**config.mk**
```make
export PLATFORM = sky130hd
export DESIGN_NAME = k2red_stream
export DESIGN_NICKNAME = d
export VERILOG_FILES = /design/src/rtl/k2red_stream.sv
export SDC_FILE = /design/constraint.sdc
export NUM_CORES = 1
export LEC_CHECK = 0
export BUFFER_PORTS_ARGS = -buffer_cell sky130_fd_sc_hd__buf_2
export CORE_MARGIN = 1
export CORE_UTILIZATION = 29
export CTS_BUF_LIST = sky130_fd_sc_hd__clkbuf_16
export DETAILED_ROUTE_END_ITERATION = 10
export PLACE_DENSITY = 0.43
export SETUP_SLACK_MARGIN = 0.5
export SYNTH_ARGS = -nofsm -noshare
export SYNTH_HDL_FRONTEND = slang
export SYNTH_SLANG_ARGS = --single-unit
```
**constraint.sdc**
```tcl
create_clock -name clk -period 7.56 [get_ports clk]
set_input_delay 1.512 -clock clk [delete_from_list [all_inputs] [get_ports clk]]
set_output_delay 1.512 -clock clk [all_outputs]
set_load 0.05 [all_outputs]
```
**src/rtl/k2red_stream.sv**
```systemverilog
// Streaming multiplier front-end and result collector for an external K2RED reducer.
// Operands are multiplied in two stages, tracked through the reducer latency, and the results are queued in a FWFT FIFO.
module k2red_stream #(
    parameter int WID    = 12,
    parameter int KLAT   = 5,
    parameter int FDEPTH = 16
) (
    input  logic               clk,
    input  logic               rst,
    input  logic               in_valid,
    output logic               in_ready,
    input  logic [WID-1:0]     a_in,
    input  logic [WID-1:0]     b_in,
    output logic [2*WID-1:0]   c_out,
    input  logic [WID-1:0]     cred_in,
    output logic               out_valid,
    input  logic               out_ready,
    output logic [WID-1:0]     out_data,
    output logic               busy
);

    localparam int AW = (FDEPTH > 1) ? $clog2(FDEPTH) : 1;
    localparam int CW = $clog2(FDEPTH + 1);
    localparam logic [CW-1:0] FULL_CNT = CW'(FDEPTH);

    logic               accept;
    logic               pop;
    logic               vk;

    logic [WID-1:0]     a1_reg;
    logic [WID-1:0]     b1_reg;
    logic               v1_reg;
    logic [2*WID-1:0]   c_out_reg;
    logic               v2_reg;
    logic [2*WID-1:0]   prod_next;
    logic [KLAT-1:0]    vdl_reg;

    logic [WID-1:0]     mem [FDEPTH];
    logic [AW-1:0]      wr_ptr_reg;
    logic [AW-1:0]      rd_ptr_reg;
    logic [CW-1:0]      fcount_reg;
    logic [CW-1:0]      fcount_next;
    logic [CW-1:0]      used_reg;
    logic [CW-1:0]      used_next;

    // Credit state alone decides in_ready, so out_ready never reaches it combinationally.
    assign in_ready  = (used_reg != FULL_CNT);
    assign busy      = (used_reg != '0);
    assign out_valid = (fcount_reg != '0);
    assign out_data  = mem[rd_ptr_reg];
    assign c_out     = c_out_reg;

    assign accept = in_valid & in_ready;
    assign pop    = out_valid & out_ready;

    // Stage 1: operand capture.
    always_ff @(posedge clk) begin
        if (accept) begin
            a1_reg <= a_in;
            b1_reg <= b_in;
        end
    end

    assign prod_next = {{WID{1'b0}}, a1_reg} * {{WID{1'b0}}, b1_reg};

    // Stage 2 loads every cycle; the reducer output is only kept when tracked valid.
    always_ff @(posedge clk or posedge rst) begin
        if (rst) begin
            v1_reg    <= 1'b0;
            v2_reg    <= 1'b0;
            c_out_reg <= '0;
        end else begin
            v1_reg    <= accept;
            v2_reg    <= v1_reg;
            c_out_reg <= prod_next;
        end
    end

    generate
        for (genvar gi = 0; gi < KLAT; gi++) begin : g_vdl
            always_ff @(posedge clk or posedge rst) begin
                if (rst) begin
                    vdl_reg[gi] <= 1'b0;
                end else if (gi == 0) begin
                    vdl_reg[gi] <= v2_reg;
                end else begin
                    vdl_reg[gi] <= vdl_reg[(gi > 0) ? gi - 1 : 0];
                end
            end
        end
    endgenerate

    assign vk = vdl_reg[KLAT-1];

    always_ff @(posedge clk) begin
        if (vk) begin
            mem[wr_ptr_reg] <= cred_in;
        end
    end

    always_comb begin
        fcount_next = fcount_reg;
        case ({vk, pop})
            2'b10:   fcount_next = fcount_reg + CW'(1);
            2'b01:   fcount_next = fcount_reg - CW'(1);
            default: fcount_next = fcount_reg;
        endcase
    end

    always_comb begin
        used_next = used_reg;
        case ({accept, pop})
            2'b10:   used_next = used_reg + CW'(1);
            2'b01:   used_next = used_reg - CW'(1);
            default: used_next = used_reg;
        endcase
    end

    always_ff @(posedge clk or posedge rst) begin
        if (rst) begin
            wr_ptr_reg <= '0;
            rd_ptr_reg <= '0;
            fcount_reg <= '0;
            used_reg   <= '0;
        end else begin
            if (vk) begin
                wr_ptr_reg <= wr_ptr_reg + AW'(1);
            end
            if (pop) begin
                rd_ptr_reg <= rd_ptr_reg + AW'(1);
            end
            fcount_reg <= fcount_next;
            used_reg   <= used_next;
        end
    end

endmodule

```
==> impl_results.md <==
- EDFF count, synth: 216
- Max reg flops: 192
- Longest Clk Path Bufs: 3
- Pre-antenna DRT Iters: 4
- Slew at the pin with the worst max-slew slack: 1106 ps
- Hold buffers post-CTS: 0
- Number of buffers created by CTS: 34
- Slowest CP cell: a211oi_1
- Synth Cell Area: 14,710 µm²
- Initial antenna violation count: 2
- First-pass GRT wire length: 51.77 mm
- Synth Net Count: 1,265
- DRC: 0
- Num rows: 82
- PortBufs: 78
- H-tree levels: 2
- Main synth FF type: edfxtp_1
- Area Overhead vs Synth: 15.39%
- Clock Tree Root: clkbuf_16
- Avg Inst Size Synth: 14.03 µm²
- Clock period minus worst slack: 5670 ps
- Die extent in x: 227.2 µm
- Most used cell, CP: fa_1
- Yosys Warn Count: 0
- Worst EP required: 7960 ps
- Status: complete, no violations
- Layout fillers: 4,993
- Hpwl dp: 22.65 mm
- Post-cts sizing count: 0
- Final Cycle Share: 0.7500
- Endpoint class of the critical path: flop
- CP Launch Type: flop
- R2r worst-path depth: 15
- Slew HR: 0.2604
- Starting density of the core: 0.2937
- Final hold vios: 0
- Placer Congestion: 0.8037
- WP data arrival: 6070 ps
- Hold Crit Endpoint: vdl_reg[1]
- HP Start: vdl_reg[0]
- Vias in the first global route: 8,677
- Total Die Area: 51,620 µm²
- # setup viols final: 0
- Total grt overflow: 0
- Max Fclk: 176.4 MHz
- Multi-input gate area: 6262 µm²
- Layout cells sized above 1: 0.1821
- MaxCap Viol Count: 0
- Post-CTS Setup Repair Bufs: 0
- Fin. max-slew vios: 0
- 1st-iter DRT viols: 506
- Worst-path cell chain: nand2_1, fa_1, fa_1, inv_1, fa_1, fa_1, inv_1, fa_1, inv_1, ha_1, nand2_1, a211oi_1, o41a_1, nor3_1, or4_1
- Seq cells post-synth: 265
- Crit Reg-Reg Endpoint: c_out[20]
- Clock Sinks: 265
- Setup Skew: 8.187 ps
- Hold Path Depth: 0
- I/O pin count: 79
- Clock transition at path regs: 50 ps
- Total number of vias: 8,252
- Gr usage total: 0.1359
- Min-delay worst type: reg2reg
- Core area: 50,070 µm²
- Setup TNS: 0 ps
- Slowest stage delay, CP: 750 ps
- Largest net degree at the start of global routing: 50
- CTS tree: built
- Die Y: 227.2 µm
- Placed Cells: 1,761
- Seq/Total Area, Yosys: 0.5244
- Final cell count without fillers: 1,822
- Routed Wire Length: 33.92 mm
- Drt wl/cell: 18.62 µm
- Layout Nets: 1,342
- RSZ-0062 raised after global routing: false
- Detail Route Antenna Nets: 0
- CP max FO: 12
- Syn Inst Count: 1,048
- Clk_lat worst skew: 540 ps
- FF-to-FF Start: b1_reg[4]
- Final Util: 0.3389
- Type of the worst setup path: reg2reg
- Register area: 7717 µm²
- Unique masters post-synth: 47
- Via density per instance: 4.529
- FFs w/ async S/R, synth: 0.1849
- Reg2reg setup slack: 1890 ps
==> cell usage in the layout (no fill, tap or decap), drive strengths merged, types with 3 or more instances in the layout <==
master  netlist  layout
a211oi        3       3
a21o          9       9
a21oi        20      20
a221o         3       3
and2         60      60
and3          5       5
buf           8      93
clkbuf       44      34
clkinv        0       9
dfrtp        49      49
edfxtp      216     216
fa          102     102
ha           75      75
inv         153     166
mux4         60      60
nand2       117     117
nand2b        6       6
nand3         8       8
nand4         3       3
nor2         20      20
nor3         12      12
nor4          3       3
o211ai        3       3
o21ai        14      14
o21bai        4       4
xnor2        18      18
xor2         14      14
==> metrics by stage <==
step                area [µm²]  setup WS [ps]  hold WS, ps
finish                   16970           1890        345.3
global route             16970           1544        351.9
CTS                      16970           1755        348.2
detailed placement       15900           1803        335.5
global placement         15900           1750        331.3
floorplan                14710           2554        331.2
==> routing by layer <==
layer	GRT usage	wire (µm)	vias up
met3	0.02969	1375	39
met5	0	0	-
met1	0.1897	15900	4297
met2	0.2119	15930	145
li1	-	-	3771
met4	0.03854	714	0
==> cell families (layout without fill, tap and decap cells) <==
| group | count (synthesis) | after routing | share of synthesized area |
|---|---|---|---|
| fa+ha+maj | 177 | 177 | 0.2027 |
| flops | 265 | 265 | 0.5244 |
| xor+xnor | 32 | 32 | 0.01906 |
| buf+inv | 205 | 305 | 0.05283 |
| simple gates | 237 | 237 | 0.07597 |
| mux | 63 | 63 | 0.09401 |
| other cells | 0 | 2 | 0 |
| compound gates | 69 | 69 | 0.03105 |
==> synthesized netlist by cell type (3+ instances only) <==
library cell / count / area (µm²)
xor2_1: 14 / 122.6
mux4_2: 60 / 1351
a221o_1: 3 / 30.03
nand2_1: 117 / 439.2
nand4_1: 3 / 18.77
fa_1: 102 / 2042
a21o_1: 9 / 67.56
buf_2: 6 / 30.03
and2_1: 59 / 369.1
clkbuf_1: 44 / 165.2
o21bai_1: 4 / 30.03
nor4_1: 3 / 18.77
a211oi_1: 3 / 22.52
o21ai_0: 13 / 65.06
xnor2_1: 18 / 157.7
ha_1: 75 / 938.4
o211ai_1: 3 / 22.52
a21oi_1: 19 / 95.09
nor2_1: 20 / 75.07
edfxtp_1: 216 / 6486
nand2b_1: 6 / 37.54
inv_1: 153 / 574.3
and3_1: 5 / 31.28
nand3_1: 8 / 40.04
nor3_1: 12 / 60.06
dfrtp_1: 49 / 1226
==> area by class of cell <==
class	count	area share
Timing Repair Buffer	93	0.02964
Inverter	153	0.03384
Tap cell	672	0.04955
Sequential cell	265	0.4548
Multi-Input combinational cell	578	0.3690
Clock buffer	34	0.05014
Antenna cell	2	0.0002949
Clock inverter	25	0.01276
==> critical path, delay by kind of cell, from the launching register on <==
family / cells / cell delay [ps]
compound gates: 2 / 1040
fa+ha+maj: 6 / 2730
buf+inv: 3 / 160
flops: 1 / 680
simple gates: 4 / 920
==> how the worst max path moves through the flow <==
| stage | from | endpoint | cells after the start | slack (ps) |
|---|---|---|---|---|
| CTS | a1_reg[5] | c_out[18] | 15 | 1760 |
| floorplan | b1_reg[3] | c_out[20] | 16 | 2550 |
| detailed placement | a1_reg[5] | c_out[20] | 15 | 1800 |
| finish | b1_reg[4] | c_out[20] | 15 | 1890 |
| global placement | b1_reg[3] | c_out[18] | 15 | 1750 |
| global route | b1_reg[4] | c_out[18] | 15 | 1540 |
Power is left out: the tool's default activity adds up to more than one toggle a clock period on the data nets, which glitch-free logic cannot reach.
